`src/rtl/key_selection.sv`:
```
// Anubis-128 round-key extraction: K = tau(omega(gamma(kappa))).
// The extraction network is purely combinational; only the round key is registered.
module key_selection #(
  parameter int KEY_W = 128
) (
  input  logic             clk,
  input  logic             reset,
  input  logic [3:0]       counter,
  input  logic             load_key,
  input  logic [KEY_W-1:0] evolutioned_key,
  output logic [KEY_W-1:0] round_key
);

  // Anubis S-box (an involution: S(S(x)) = x).
  localparam logic [7:0] SBOX [256] = '{
    8'hA7, 8'hD3, 8'hE6, 8'h71, 8'hD0, 8'hAC, 8'h4D, 8'h79, 8'h3A, 8'hC9, 8'h91, 8'hFC, 8'h1E, 8'h47, 8'h54, 8'hBD,
    8'h8C, 8'hA5, 8'h7A, 8'hFB, 8'h63, 8'hB8, 8'hDD, 8'hD4, 8'hE5, 8'hB3, 8'hC5, 8'hBE, 8'hA9, 8'h88, 8'h0C, 8'hA2,
    8'h39, 8'hDF, 8'h29, 8'hDA, 8'h2B, 8'hA8, 8'hCB, 8'h4C, 8'h4B, 8'h22, 8'hAA, 8'h24, 8'h41, 8'h70, 8'hA6, 8'hF9,
    8'h5A, 8'hE2, 8'hB0, 8'h36, 8'h7D, 8'hE4, 8'h33, 8'hFF, 8'h60, 8'h20, 8'h08, 8'h8B, 8'h5E, 8'hAB, 8'h7F, 8'h78,
    8'h7C, 8'h2C, 8'h57, 8'hD2, 8'hDC, 8'h6D, 8'h7E, 8'h0D, 8'h53, 8'h94, 8'hC3, 8'h28, 8'h27, 8'h06, 8'h5F, 8'hAD,
    8'h67, 8'h5C, 8'h55, 8'h48, 8'h0E, 8'h52, 8'hEA, 8'h42, 8'h5B, 8'h5D, 8'h30, 8'h58, 8'h51, 8'h59, 8'h3C, 8'h4E,
    8'h38, 8'h8A, 8'h72, 8'h14, 8'hE7, 8'hC6, 8'hDE, 8'h50, 8'h8E, 8'h92, 8'hD1, 8'h77, 8'h93, 8'h45, 8'h9A, 8'hCE,
    8'h2D, 8'h03, 8'h62, 8'hB6, 8'hB9, 8'hBF, 8'h96, 8'h6B, 8'h3F, 8'h07, 8'h12, 8'hAE, 8'h40, 8'h34, 8'h46, 8'h3E,
    8'hDB, 8'hCF, 8'hEC, 8'hCC, 8'hC1, 8'hA1, 8'hC0, 8'hD6, 8'h1D, 8'hF4, 8'h61, 8'h3B, 8'h10, 8'hD8, 8'h68, 8'hA0,
    8'hB1, 8'h0A, 8'h69, 8'h6C, 8'h49, 8'hFA, 8'h76, 8'hC4, 8'h9E, 8'h9B, 8'h6E, 8'h99, 8'hC2, 8'hB7, 8'h98, 8'hBC,
    8'h8F, 8'h85, 8'h1F, 8'hB4, 8'hF8, 8'h11, 8'h2E, 8'h00, 8'h25, 8'h1C, 8'h2A, 8'h3D, 8'h05, 8'h4F, 8'h7B, 8'hB2,
    8'h32, 8'h90, 8'hAF, 8'h19, 8'hA3, 8'hF7, 8'h73, 8'h9D, 8'h15, 8'h74, 8'hEE, 8'hCA, 8'h9F, 8'h0F, 8'h1B, 8'h75,
    8'h86, 8'h84, 8'h9C, 8'h4A, 8'h97, 8'h1A, 8'h65, 8'hF6, 8'hED, 8'h09, 8'hBB, 8'h26, 8'h83, 8'hEB, 8'h6F, 8'h81,
    8'h04, 8'h6A, 8'h43, 8'h01, 8'h17, 8'hE1, 8'h87, 8'hF5, 8'h8D, 8'hE3, 8'h23, 8'h80, 8'h44, 8'h16, 8'h66, 8'h21,
    8'hFE, 8'hD5, 8'h31, 8'hD9, 8'h35, 8'h18, 8'h02, 8'h64, 8'hF2, 8'hF1, 8'h56, 8'hCD, 8'h82, 8'hC8, 8'hBA, 8'hF0,
    8'hEF, 8'hE9, 8'hE8, 8'hFD, 8'h89, 8'hD7, 8'hC7, 8'hB5, 8'hA4, 8'h2F, 8'h95, 8'h13, 8'h0B, 8'hF3, 8'hE0, 8'h37
  };

  // Multiply by x^n in GF(2^8) mod 0x11D: a chain of n xtime stages.
  function automatic logic [7:0] gf_xn(input logic [7:0] a, input int n);
    logic [7:0] r;
    r = a;
    for (int k = 0; k < n; k++) begin
      r = {r[6:0], 1'b0} ^ (r[7] ? 8'h1D : 8'h00);
    end
    return r;
  endfunction

  // The round counter does not influence key extraction; it is kept on the
  // port list only so the controller interface stays uniform.
  logic unused_counter;
  assign unused_counter = ^counter;

  logic [7:0]       s_byte [16];  // gamma output, index 4t+i = s[t][i]
  logic [KEY_W-1:0] k_next;       // extracted key before registering
  logic [KEY_W-1:0] round_key_d;
  logic [KEY_W-1:0] round_key_q;

  genvar gi;
  generate
    // gamma: one S-box per byte
    for (gi = 0; gi < 16; gi++) begin : g_sbox
      assign s_byte[gi] = SBOX[evolutioned_key[KEY_W-1-8*gi -: 8]];
    end

    // omega + tau: column gi of the gamma output produces row gi of K.
    // Row j of the Vandermonde matrix uses c^j with c = (01, 02, 06, 08).
    for (gi = 0; gi < 4; gi++) begin : g_col
      logic [7:0] s0, s1, s2, s3;
      assign s0 = s_byte[gi];
      assign s1 = s_byte[4+gi];
      assign s2 = s_byte[8+gi];
      assign s3 = s_byte[12+gi];
      // c^0 = (01,01,01,01)
      assign k_next[KEY_W-1-8*(4*gi+0) -: 8] = s0 ^ s1 ^ s2 ^ s3;
      // c^1 = (01,02,06,08)
      assign k_next[KEY_W-1-8*(4*gi+1) -: 8] =
        s0 ^ gf_xn(s1, 1) ^ (gf_xn(s2, 2) ^ gf_xn(s2, 1)) ^ gf_xn(s3, 3);
      // c^2 = (01,04,14,40)
      assign k_next[KEY_W-1-8*(4*gi+2) -: 8] =
        s0 ^ gf_xn(s1, 2) ^ (gf_xn(s2, 4) ^ gf_xn(s2, 2)) ^ gf_xn(s3, 6);
      // c^3 = (01,08,78,3A)
      assign k_next[KEY_W-1-8*(4*gi+3) -: 8] =
        s0 ^ gf_xn(s1, 3)
        ^ (gf_xn(s2, 6) ^ gf_xn(s2, 5) ^ gf_xn(s2, 4) ^ gf_xn(s2, 3))
        ^ (gf_xn(s3, 5) ^ gf_xn(s3, 4) ^ gf_xn(s3, 3) ^ gf_xn(s3, 1));
    end
  endgenerate

  // Capture a freshly extracted key on request, otherwise hold.
  always_comb begin
    round_key_d = round_key_q;
    if (load_key) begin
      round_key_d = k_next;
    end
  end

  // Round-key register; reset wins over a simultaneous load.
  always_ff @(posedge clk) begin
    if (reset) begin
      round_key_q <= '0;
    end else begin
      round_key_q <= round_key_d;
    end
  end

  assign round_key = round_key_q;

endmodule

```
`config.mk`:
```
export PLATFORM = sky130hd
export DESIGN_NAME = key_selection
export DESIGN_NICKNAME = d
export VERILOG_FILES = /design/src/rtl/key_selection.sv
export SDC_FILE = /design/constraint.sdc
export NUM_CORES = 2
export LEC_CHECK = 0
export CAP_MARGIN = 20
export CORE_ASPECT_RATIO = 0.7
export CORE_MARGIN = 2
export CORE_UTILIZATION = 30
export DETAILED_ROUTE_END_ITERATION = 10
export PLACE_DENSITY = 0.47
export SYNTH_ARGS = -nofsm -noshare
export SYNTH_HDL_FRONTEND = slang
export SYNTH_SLANG_ARGS = --single-unit
```
`constraint.sdc`:
```
create_clock -name clk -period 5.8 [get_ports clk]
set_clock_uncertainty 0.1 [all_clocks]
set_input_delay 0.87 -clock clk [delete_from_list [all_inputs] [get_ports clk]]
set_output_delay 0.87 -clock clk [all_outputs]
set_load 0.02 [all_outputs]
```
==> impl_metrics.tcl <==
set metrics [dict create \
    status "finished clean" \
    fp.dieH_um 392 \
    p_per_area_nw_per_um2 199 \
    synth_top_cell_area_share_pct 6.42 \
    layoutNonFillerInstCount 12200 \
    r2r-start "round_key[15]" \
    syn_area_per_cell_um2 6.89 \
    largest_reg_flops 128 \
    syn_to_final_growth_pct 11.7 \
    tritoncts "done" \
    drcViolationCount 0 \
    synth.top_cells.by_area "ha_1 6.4%, mux4_2 5.6%, a21oi_1 5.5%" \
    grt_setup_unrepaired "no" \
    post-route-util_pct 33.7 \
    p_total_mw 14.3 \
    switching_share_pct 53.8 \
    placementRows 142 \
    port_buffers 258 \
    met2_usage_pct 41.9 \
    grt_first_pass_wirelength_um 533000 \
    globalRouteTotalUtil_pct 31.9 \
    clk_latency_ns 0.52 \
    synth_top_area_cell "ha_1" \
    first_iter_violations 15000 \
    max-slew-margin-rel_pct 17.4 \
    holdWs_ns 0.385 \
    path_clk_slew_ns 0.08 \
    p_leak_nw 26.5 \
    crit_start "evolutioned_key[40]" \
    pre_cts_slack_ns -0.139 \
    postCtsSetupBuffers 0 \
    startpoint_type "input pin" \
    fill_cells 23400 \
    internal_power_mw 6.61 \
    grt_max_degree 131 \
    p_switching_mw 7.71 \
    ys_seq_area_share_pct 3.97 \
    seq_power_share_pct 10.4 \
    ys_ff_latch 128 \
    drtPass1Iterations 10 \
    synth-edff-count 0 \
    drt-total-wl_um 368000 \
    num_vias 81700 \
    ios 263 \
    cp-end-kind "flip-flop" \
    htree_levels 4 \
    grt_overflow 0 \
    antenna_found_initial 26 \
    syn-cell-area_um2 64500 \
    dieArea_um2 219000 \
    cts_hold_buf 0 \
    drive_gt1_share_pct 13.9 \
    busiest_layer "met1" \
    synthesis.instances 9367 \
    hold_start "round_key[19]" \
    vias_per_cell 6.69 \
    synth_flop_cell "dfxtp_1" \
    ys_async_sr_fraction_pct 0 \
    clockPowerShare_pct 8.7 \
    tightest_slew_ns 1.21 \
    core_region_area_um2 214000 \
    max_freq_ghz 0.178 \
    syn-num-nets 9833 \
    setup_ws_ns 0.179 \
    cts.sink_count 128 \
    hold_class "reg -> reg" \
    crit_arrival_ns 5.89 \
    power_frac_comb_pct 80.9 \
    fin_nets 9764 \
    required_ns 6.07 \
    hold_violations 0 \
    die_w_um 558 \
    yosysMostFrequentCell "nor2_1" \
    setup_viol 0 \
    vdd_drop_max_mv 0.200 \
    met3_usage_pct 9.25 \
    antenna_left 0 \
    cap_violations 0 \
    cts-root-buf "clkbuf_16" \
    crit_type "in -> reg" \
    grt_use_met1_pct 49.1 \
    layout_worst_path_cycle_share_pct 96.9 \
    first_global_vias 73500 \
    wl_per_cell_um 30.2 \
    layout_min_cycle_time_ns 5.62 \
    yosysWarnings 0 \
    dp_hpwl_um 275000 \
    start_util_pct 30.2 \
    cts_buffer_depth 2 \
    place.gp.congestion 1.05 \
    synth_common_cells "761 x nor2_1, 715 x nand2_1, 707 x a21oi_1, 644 x o21ai_0, 516 x clkbuf_1" \
    place_inst 12200 \
    cp_max_fo 9 \
    synthDistinctLibCells 137 \
    numCtsBuffers 17 \
    slew_viol_final 0 \
    post_cts_resized 0 \
]
==> layout by cell type, fill, tap and decap left out, types with 77 or more instances in the layout <==
cell             count
xor2_1             139
ha_1               331
buf_4              744
a21oi_1            707
dfxtp_1            128
nand2_1            715
mux2i_1            155
nand3_1            272
nand2b_1           298
o211ai_1           221
clkdlybuf4s50_1    200
a211o_1             80
mux4_2             160
a31oi_1            213
inv_1              174
nor2b_1            273
a221oi_1            77
nor3_1             322
a211oi_1           307
o21ai_0            644
and2_1              85
o311ai_0           138
nor2_1             761
a311oi_1           172
o31ai_1            113
xnor2_1            329
==> worst paths after layout <==
kind	to	slack, ns	cells after the start
worst min-delay path	round_key[19]	0.39	2
worst max register to register	round_key[15]	4.63	2
worst min register to register	round_key[19]	0.39	2
worst max-delay path	round_key[39]	0.18	16
==> stage by stage <==
step	area [µm²]	TNS [ns]
after CTS	72000	0
after global placement	71400	-0.561
final	72000	0
after global routing	72000	0
after floorplan	64500	0
after detailed placement	71400	-0.294
==> metal layers <==
layer | vias to the layer above | routed length, µm
met1 | 39600 | 166000
met5 | - | 50
met2 | 6213 | 141000
met4 | 8 | 9140
met3 | 542 | 51300
li1 | 35300 | -
==> worst max-delay path: stages <==
cell and delay [ns]:
clkdlybuf4s50_1 0.60, inv_1 0.37, ha_1 0.42, nor2_1 0.21
mux4_2 0.51, nor2_1 0.10, a31oi_1 0.04, a2111oi_0 1.06
buf_4 0.25, a311o_1 0.12, buf_4 0.18, xor2_1 0.31
xnor3_1 0.29, xor3_1 0.36, mux2i_1 0.15, nor2_1 0.05
==> final cells by class <==
class | instances | area [µm²] | share of cell area [%]
inverter | 219 | 822 | 1.14
tap | 2880 | 3600 | 5.00
clock buffer | 17 | 425 | 0.591
sequential | 128 | 2560 | 3.56
timing repair buffer | 1008 | 8420 | 11.7
multi-input combinational | 7924 | 56000 | 77.7
antenna | 10 | 25.0 | 0.0347
clock inverter | 15 | 189 | 0.262
==> cell families (layout without fill, tap and decap cells) <==
group / count (synthesis) / after routing / share of synthesized area, %
AO/OA/AOI/OAI: 3539 / 3539 / 38.5
AND/OR/NAND/NOR: 3135 / 3135 / 24.0
buffers and inverters: 1315 / 1259 / 9.25
XOR/XNOR: 549 / 549 / 8.92
multiplexers: 370 / 370 / 8.99
adder cells (fa/ha/maj): 331 / 331 / 6.42
flip-flops: 128 / 128 / 3.97
other: 0 / 10 / 0
==> power groups by stage <==
stage | combinational [mW] | sequential, mW | clock (mW)
final | 11.6 | 1.49 | 1.24
after global routing | 12.2 | 1.52 | 1.31
after CTS | 11.3 | 1.49 | 1.29
after detailed placement | 11.3 | 1.51 | 0
after global placement | 11.4 | 1.51 | 0
after floorplan | 6.95 | 1.68 | 0
(Power assumes the default switching activity.)
